$ cat src/rtl/mac_pkg.sv
// Shared widths, FSM encoding and saturation constant for the MAC job sequencer.
// Optional build macro MAC_SATURATE_EN is consumed in mac_pipe.sv.
package mac_pkg;

    localparam int unsigned OP_W  = 8;
    localparam int unsigned ACC_W = 16;
    localparam int unsigned LEN_W = 8;

    localparam logic [ACC_W-1:0] ACC_SAT = {ACC_W{1'b1}};

    typedef logic [1:0] state_t;

    localparam state_t StIdle  = 2'd0;
    localparam state_t StLoad  = 2'd1;
    localparam state_t StDrain = 2'd2;
    localparam state_t StDone  = 2'd3;

endpackage

$ cat src/rtl/mac_job_sequencer_if.sv
// Job request, operand handshake and result bundle between a job source and the sequencer.
interface mac_job_if
    import mac_pkg::*;
#(
    parameter int unsigned OpW  = OP_W,
    parameter int unsigned AccW = ACC_W,
    parameter int unsigned LenW = LEN_W
) ();

    logic            start;
    logic [LenW-1:0] len;
    logic            in_valid;
    logic            in_ready;
    logic [OpW-1:0]  b;
    logic [OpW-1:0]  c;
    logic [AccW-1:0] acc;
    logic            overflow;
    logic            busy;
    logic            done;

    modport master (
        output start, len, in_valid, b, c,
        input  in_ready, acc, overflow, busy, done
    );

    modport slave (
        input  start, len, in_valid, b, c,
        output in_ready, acc, overflow, busy, done
    );

endinterface

$ cat src/rtl/mac_pipe.sv
// Two-stage multiply/accumulate: registered product, then accumulate with sticky overflow.
// MAC_SATURATE_EN selects all-ones saturation on overflow instead of forcing zero.
module mac_pipe
    import mac_pkg::*;
#(
    parameter int unsigned OpW  = OP_W,
    parameter int unsigned AccW = ACC_W
) (
    input  logic            clk_i,
    input  logic            rst_i,
    input  logic            clear_i,
    input  logic            in_fire_i,
    input  logic [OpW-1:0]  b_i,
    input  logic [OpW-1:0]  c_i,
    output logic [AccW-1:0] acc_o,
    output logic            overflow_o,
    output logic            pipe_empty_o
);

    logic [2*OpW-1:0] prod_q;
    logic             vld_q;
    logic [AccW-1:0]  acc_q, acc_d;
    logic             ovf_q, ovf_d;
    logic [AccW:0]    sum;

    always_ff @(posedge clk_i or posedge rst_i) begin
        if (rst_i) begin
            prod_q <= '0;
            vld_q  <= 1'b0;
        end else begin
            vld_q <= in_fire_i;
            if (in_fire_i) begin
                prod_q <= (2*OpW)'(b_i) * (2*OpW)'(c_i);
            end
        end
    end

    assign sum = {1'b0, acc_q} + (AccW+1)'(prod_q);

    // Once overflowed, products are dropped so acc holds its forced value.
    always_comb begin
        acc_d = acc_q;
        ovf_d = ovf_q;
        if (clear_i) begin
            acc_d = '0;
            ovf_d = 1'b0;
        end else if (vld_q && !ovf_q) begin
            if (sum[AccW]) begin
                ovf_d = 1'b1;
`ifdef MAC_SATURATE_EN
                acc_d = AccW'(ACC_SAT);
`else
                acc_d = '0;
`endif
            end else begin
                acc_d = sum[AccW-1:0];
            end
        end
    end

    always_ff @(posedge clk_i or posedge rst_i) begin
        if (rst_i) begin
            acc_q <= '0;
            ovf_q <= 1'b0;
        end else begin
            acc_q <= acc_d;
            ovf_q <= ovf_d;
        end
    end

    assign acc_o        = acc_q;
    assign overflow_o   = ovf_q;
    assign pipe_empty_o = !vld_q;

endmodule

$ cat src/rtl/mac_job_sequencer.sv
// Job FSM, length counter and operand handshake driving the shared MAC pipeline.
// Build option MAC_SATURATE_EN (see mac_pipe) changes overflow behaviour.
module mac_job_sequencer
    import mac_pkg::*;
#(
    parameter int unsigned OpW  = OP_W,
    parameter int unsigned AccW = ACC_W,
    parameter int unsigned LenW = LEN_W
) (
    input logic      clk_i,
    input logic      rst_i,
    mac_job_if.slave job_io
);

    state_t          state_q, state_d;
    logic [LenW-1:0] rem_q, rem_d;
    logic            start_acc;
    logic            fire;
    logic            pipe_empty;

    assign start_acc = (state_q == StIdle) && job_io.start;
    assign fire      = job_io.in_valid && job_io.in_ready;

    always_comb begin
        state_d = state_q;
        rem_d   = rem_q;
        unique case (state_q)
            StIdle: begin
                if (job_io.start) begin
                    if (job_io.len != '0) begin
                        rem_d   = job_io.len;
                        state_d = StLoad;
                    end else begin
                        state_d = StDone;
                    end
                end
            end
            StLoad: begin
                if (fire) begin
                    rem_d = rem_q - LenW'(1);
                    if (rem_q == LenW'(1)) begin
                        state_d = StDrain;
                    end
                end
            end
            StDrain: begin
                if (pipe_empty) begin
                    state_d = StDone;
                end
            end
            StDone:  state_d = StIdle;
            default: state_d = StIdle;
        endcase
    end

    always_ff @(posedge clk_i or posedge rst_i) begin
        if (rst_i) begin
            state_q <= StIdle;
            rem_q   <= '0;
        end else begin
            state_q <= state_d;
            rem_q   <= rem_d;
        end
    end

    assign job_io.in_ready = (state_q == StLoad) && (rem_q != '0);
    assign job_io.busy     = (state_q != StIdle);
    assign job_io.done     = (state_q == StDone);

    mac_pipe #(
        .OpW  (OpW),
        .AccW (AccW)
    ) u_pipe (
        .clk_i        (clk_i),
        .rst_i        (rst_i),
        .clear_i      (start_acc),
        .in_fire_i    (fire),
        .b_i          (job_io.b),
        .c_i          (job_io.c),
        .acc_o        (job_io.acc),
        .overflow_o   (job_io.overflow),
        .pipe_empty_o (pipe_empty)
    );

endmodule

$ cat src/flat_wrapper.sv
// flat-port wrapper written by rule: the top's interface ports become plain ports
module mac_job_sequencer_flat import mac_pkg::*;
#(
    parameter int unsigned OpW  = OP_W,
    parameter int unsigned AccW = ACC_W,
    parameter int unsigned LenW = LEN_W
)
  (clk_i, rst_i, job_io_start, job_io_len, job_io_in_valid, job_io_b, job_io_c, job_io_in_ready, job_io_acc, job_io_overflow, job_io_busy, job_io_done);
  mac_job_if #(.OpW(OpW), .AccW(AccW), .LenW(LenW)) job_io_i ();
  input logic clk_i;
  input logic rst_i;
  input wire logic [$bits(job_io_i.start)-1:0] job_io_start;
  input wire logic [$bits(job_io_i.len)-1:0] job_io_len;
  input wire logic [$bits(job_io_i.in_valid)-1:0] job_io_in_valid;
  input wire logic [$bits(job_io_i.b)-1:0] job_io_b;
  input wire logic [$bits(job_io_i.c)-1:0] job_io_c;
  output wire logic [$bits(job_io_i.in_ready)-1:0] job_io_in_ready;
  output wire logic [$bits(job_io_i.acc)-1:0] job_io_acc;
  output wire logic [$bits(job_io_i.overflow)-1:0] job_io_overflow;
  output wire logic [$bits(job_io_i.busy)-1:0] job_io_busy;
  output wire logic [$bits(job_io_i.done)-1:0] job_io_done;
  assign job_io_i.start = job_io_start;
  assign job_io_i.len = job_io_len;
  assign job_io_i.in_valid = job_io_in_valid;
  assign job_io_i.b = job_io_b;
  assign job_io_i.c = job_io_c;
  assign job_io_in_ready = job_io_i.in_ready;
  assign job_io_acc = job_io_i.acc;
  assign job_io_overflow = job_io_i.overflow;
  assign job_io_busy = job_io_i.busy;
  assign job_io_done = job_io_i.done;
  mac_job_sequencer #(.OpW(OpW), .AccW(AccW), .LenW(LenW)) u_core (.clk_i(clk_i), .rst_i(rst_i), .job_io(job_io_i));
endmodule
$ cat config.mk
export PLATFORM = sky130hd
export DESIGN_NAME = mac_job_sequencer_flat
export DESIGN_NICKNAME = d
export VERILOG_FILES = /design/src/rtl/mac_pkg.sv /design/src/rtl/mac_job_sequencer_if.sv /design/src/rtl/mac_pipe.sv /design/src/rtl/mac_job_sequencer.sv /design/src/flat_wrapper.sv
export SDC_FILE = /design/constraint.sdc
export NUM_CORES = 1
export LEC_CHECK = 0
export BUFFER_PORTS_ARGS = -buffer_cell sky130_fd_sc_hd__buf_2
export CAP_MARGIN = 10
export CELL_PAD_IN_SITES_DETAIL_PLACEMENT = 0
export CELL_PAD_IN_SITES_GLOBAL_PLACEMENT = 1
export CORE_UTILIZATION = 41
export DETAILED_ROUTE_END_ITERATION = 16
export PLACE_DENSITY = 0.78
export SYNTH_ARGS = -nofsm -noshare
export SYNTH_HDL_FRONTEND = slang
export SYNTH_SLANG_ARGS = --single-unit
$ cat constraint.sdc
create_clock -name clk_i -period 2.5 [get_ports clk_i]
set_input_delay 0.5 -clock clk_i [delete_from_list [all_inputs] [get_ports clk_i]]
set_output_delay 0.5 -clock clk_i [all_outputs]
set_load 0.1 [all_outputs]
==> metrics.log <==
[metrics] outcome: complete, but fails checks
[metrics] final hold viol count: 0
[metrics] fmax: 0.2446 GHz
[metrics] net count after synthesis: 647
[metrics] routability-driven placement congestion ratio: about 0.84
[metrics] Synth Cell Area: between 4000 and 5000 um2
[metrics] Crit Reg-Reg Startpoint: u_core.u_pipe.acc_o[0]
[metrics] number of global-route vias before repair: approximately 4200
[metrics] final critical delay including setup and external delays: around 4100 ps
[metrics] Post-Synthesis Mean Instance Area: a little over 9 um2
[metrics] data arrival time of the worst path: roughly 4300 ps
[metrics] worst hold-check slack: 339.8 ps
[metrics] via/cell ratio: around 5.2
[metrics] row count: 38
[metrics] most numerous cell on the critical path: sky130_fd_sc_hd__fa_1
[metrics] cell with the largest stage delay on the worst path: sky130_fd_sc_hd__fa_1
[metrics] FF-to-FF setup slack: -10 ps
[metrics] VDD IR max: just over 0.8 mV
[metrics] DRC violation count after routing: 0
[metrics] count of state elements after synthesis: 44
[metrics] hold_buf cts: 0
[metrics] number of warning messages in the yosys log: 0
[metrics] final non-filler cell total: around 780
[metrics] diode count: 0
[metrics] number of enable-type register cells in the synthesized netlist: 0
[metrics] hold crit path type: in2async
[metrics] count of H-tree levels built during CTS: 2
[metrics] antenna violations before repair: 0
[metrics] leakage power total: a little over 3 nW
[metrics] power per cell area: 1244 nW/um2
[metrics] number of distinct library cell variants in the gate-level netlist after synthesis: 56
[metrics] Cell Count Post-Placement: 762
[metrics] Setup Skew: about 4.3 ps
[metrics] Placeable Area: 11080 um2
[metrics] overall die area: around 12000 um2
[metrics] slew of the pin with the lowest slew margin: 626.6 ps
[metrics] Final Routed Wirelength: between 10000 and 15000 um
[metrics] clock edge transition at the registers on the reported setup and hold paths: ~60 ps
[metrics] Startpoint Class: input pin
[metrics] worst-case headroom to the max-slew limit: between 50 and 60%
[metrics] clock latency on the worst-skew pair: ~290 ps
[metrics] CTS tree: yes
[metrics] switching component of the power: 0.004120 W
[metrics] per-cell routed wire length: 14.36 um
[metrics] failing checks: setup timing
[metrics] CTS buffer count: 5
[metrics] Final Cycle Share: 163.5%
[metrics] Iteration-0 DRC Markers: approximately 150
[metrics] Critical Path, Cell by Cell: buf_4, buf_4, and2_4, fa_1, fa_1, fa_1, inv_1, fa_1, inv_2, ha_4, o21ai_4, nand2b_1, o41a_1, a211oi_2, buf_4, nand2b_4, a221o_1
[metrics] R2R Path End: u_core.u_pipe.acc_o[14]
[metrics] setup violators final: 13
[metrics] sequential cell area fraction in the yosys report: 23.19%
[metrics] design internal power: roughly 0.0038 W
[metrics] Die X-Extent: roughly 110 um
[metrics] synthesized netlist cell count: approximately 520
[metrics] post-synthesis to final-layout area growth: 34.26%
[metrics] Post-synth ARST share: between 90% and 100%
[metrics] aggregate global routing overflow: 0
[metrics] wire length of the first global-routing pass: 18750 um
[metrics] HPWL Detailed: approximately 9000 um
[metrics] Die H: roughly 110 um
[metrics] switching share of power: between 50% and 60%
[metrics] sequential share of power: between 15 and 20%
[metrics] FF-to-FF path depth: 9
[metrics] required time at the worst-slack endpoint: approximately 2700 ps
[metrics] setup repair after global routing missed its margin: true
[metrics] starting density of the core: between 40% and 50%
[metrics] CTS max path bufs: 2
[metrics] crit path kind: in2reg
[metrics] main flop type after synthesis: sky130_fd_sc_hd__dfrtp_1
[metrics] final layout net count: between 700 and 800
[metrics] count of filler cells inserted in the layout: around 1000
[metrics] Final Max Tran Viols: 0
[metrics] pin count of the biggest net entering global routing: 45
[metrics] Clk network pwr share: between 8 and 9%
[metrics] total via count in the routed design: roughly 4100
[metrics] I/O pins: 48
[metrics] fraction of layout instances using a drive strength above 1: about a third
[metrics] first-pass iteration count of the detailed router: 4
[metrics] combinational fraction of design power: roughly 74%
[metrics] clock root buffer: sky130_fd_sc_hd__clkbuf_16
[metrics] type of destination of the critical path: register
[metrics] delay of the slowest cell on the worst path: around 520 ps
[metrics] remaining antenna violation count after routing: 0
[metrics] maximum fanout count along the critical path: 4
[metrics] input/output buffers: 47
[metrics] max cap viols: 0
[metrics] number of sinks handled by clock tree synthesis: 44
[metrics] final worst setup slack: -1588 ps
[metrics] global-route usage over all layers: slightly below 20%
==> flip-flops by register name, indices dropped and copies added, names as in the netlist <==
| signal | flops |
|---|---|
| u_core.rem_q | 8 |
| u_core.state_q | 2 |
| u_core.u_pipe.acc_o | 16 |
| u_core.u_pipe.overflow_o | 1 |
| u_core.u_pipe.prod_q | 16 |
| u_core.u_pipe.vld_q | 1 |
==> final cells by class <==
type,instances,area (um2),share of cell area (%)
multi-input combinational,410,3767,59.10
inverter,60,225.2,3.533
clock buffer,6,138.9,2.179
timing repair buffer,121,944.7,14.82
clock inverter,2,10.01,0.1570
tap,140,175.2,2.748
sequential,44,1114,17.47
==> cells by family after synthesis <==
| family | share of synthesized area (%) |
|---|---|
| flip-flops | 23.19 |
| adder cells (fa/ha/maj) | 31.41 |
| XOR/XNOR | 4.427 |
| AO/OA/AOI/OAI | 17.13 |
| buffers and inverters | 5.613 |
| AND/OR/NAND/NOR | 17.79 |
| multiplexers | 0.4479 |
==> cells in the final DEF, fill, tap and decap left out, types with 12 or more instances in the layout <==
cell type	n
sky130_fd_sc_hd__a21oi_1	26
sky130_fd_sc_hd__and2_1	36
sky130_fd_sc_hd__and2_4	12
sky130_fd_sc_hd__buf_2	36
sky130_fd_sc_hd__buf_4	58
sky130_fd_sc_hd__buf_6	21
sky130_fd_sc_hd__dfrtp_1	36
sky130_fd_sc_hd__fa_1	32
sky130_fd_sc_hd__ha_1	50
sky130_fd_sc_hd__inv_1	49
sky130_fd_sc_hd__nand2_1	56
sky130_fd_sc_hd__nor2_1	17
sky130_fd_sc_hd__o21ai_0	15
sky130_fd_sc_hd__xnor2_1	14
==> metrics by stage <==
step | area, um2 | worst slack (ps) | total power (W) | setup TNS, ps | util [%]
floorplan | 4965 | -1633 | 0.005459 | -12890 | -
global placement | 5792 | -1894 | 0.006645 | -18150 | 52.28
detailed placement | 5792 | -1962 | 0.006737 | -18570 | 52.28
CTS | 6222 | -1621 | 0.007675 | -13920 | 56.17
global route | 6375 | -1703 | 0.008579 | -15670 | 57.54
finish | 6375 | -1588 | 0.007928 | -13920 | 57.54
==> per-layer routing <==
layer,track usage (%),wire (um),part of all wire [%]
met3,2.845,266,2.4
met1,25.70,4919,44
met4,2.857,53,0.47
met5,0,0,0
met2,35.13,6006,53
==> Yosys cell counts, types with 2 or more instances <==
cell | n | share of area, %
sky130_fd_sc_hd__a211oi_1 | 4 | 0.63
sky130_fd_sc_hd__a211oi_2 | 2 | 0.53
sky130_fd_sc_hd__a21o_1 | 6 | 0.95
sky130_fd_sc_hd__a21oi_1 | 28 | 3.0
sky130_fd_sc_hd__a22o_1 | 7 | 1.3
sky130_fd_sc_hd__a22oi_1 | 2 | 0.32
sky130_fd_sc_hd__a311oi_1 | 2 | 0.37
sky130_fd_sc_hd__a31oi_1 | 3 | 0.40
sky130_fd_sc_hd__and2_1 | 48 | 6.3
sky130_fd_sc_hd__and3_1 | 4 | 0.53
sky130_fd_sc_hd__buf_2 | 3 | 0.32
sky130_fd_sc_hd__clkbuf_1 | 4 | 0.32
sky130_fd_sc_hd__dfrtp_1 | 44 | 23
sky130_fd_sc_hd__fa_1 | 37 | 16
sky130_fd_sc_hd__ha_1 | 60 | 16
sky130_fd_sc_hd__inv_1 | 60 | 4.7
sky130_fd_sc_hd__nand2_1 | 60 | 4.7
sky130_fd_sc_hd__nand2b_1 | 5 | 0.66
sky130_fd_sc_hd__nand3_1 | 10 | 1.1
sky130_fd_sc_hd__nor2_1 | 19 | 1.5
sky130_fd_sc_hd__nor2b_1 | 2 | 0.26
sky130_fd_sc_hd__nor3_1 | 7 | 0.74
sky130_fd_sc_hd__nor3b_1 | 3 | 0.47
sky130_fd_sc_hd__nor4_1 | 4 | 0.53
sky130_fd_sc_hd__o21a_1 | 3 | 0.47
sky130_fd_sc_hd__o21ai_0 | 27 | 2.8
sky130_fd_sc_hd__o21ai_1 | 3 | 0.32
sky130_fd_sc_hd__o221a_2 | 2 | 0.47
sky130_fd_sc_hd__o22ai_1 | 5 | 0.66
sky130_fd_sc_hd__o31ai_1 | 8 | 1.3
sky130_fd_sc_hd__or3_1 | 3 | 0.40
sky130_fd_sc_hd__xnor2_1 | 14 | 2.6
sky130_fd_sc_hd__xor2_1 | 10 | 1.8
==> power groups by stage <==
| stage | clock network, W | registers (W) | logic, W |
|---|---|---|---|
| after floorplan | 0 | 0.00213 | 0.00333 |
| after global placement | 0 | 0.00138 | 0.00526 |
| after detailed placement | 0 | 0.00139 | 0.00535 |
| after CTS | 0.000687 | 0.00138 | 0.00561 |
| after global routing | 0.000715 | 0.00143 | 0.00644 |
| final | 0.000665 | 0.00138 | 0.00589 |
==> worst max-delay path: cells and delay by family <==
kind | cells | cell delay, ps
adders and majority gates | 5 | 2240
AOI/OAI and AO/OA | 4 | 650
buffers and inverters | 5 | 510
and+or+nand+nor | 3 | 330
==> worst max-delay path by stage <==
stage                     start                        to  slack [ps]
floorplan           job_io_c[5]  u_core.u_pipe.prod_q[15]       -1630
global placement    job_io_b[2]  u_core.u_pipe.prod_q[13]       -1890
detailed placement  job_io_b[2]  u_core.u_pipe.prod_q[15]       -1960
CTS                 job_io_b[1]  u_core.u_pipe.prod_q[15]       -1620
global route        job_io_b[1]  u_core.u_pipe.prod_q[14]       -1700
finish              job_io_b[4]  u_core.u_pipe.prod_q[15]       -1590
==> repair_timing <==
action	4_1_cts	5_1_grt
buffers inserted	9	5
setup endpoints to repair	15	27
hold endpoints to repair	0	0
pin swaps	33	26
resized for setup	58	25
No activity file was read; power rests on OpenSTA's default activity.
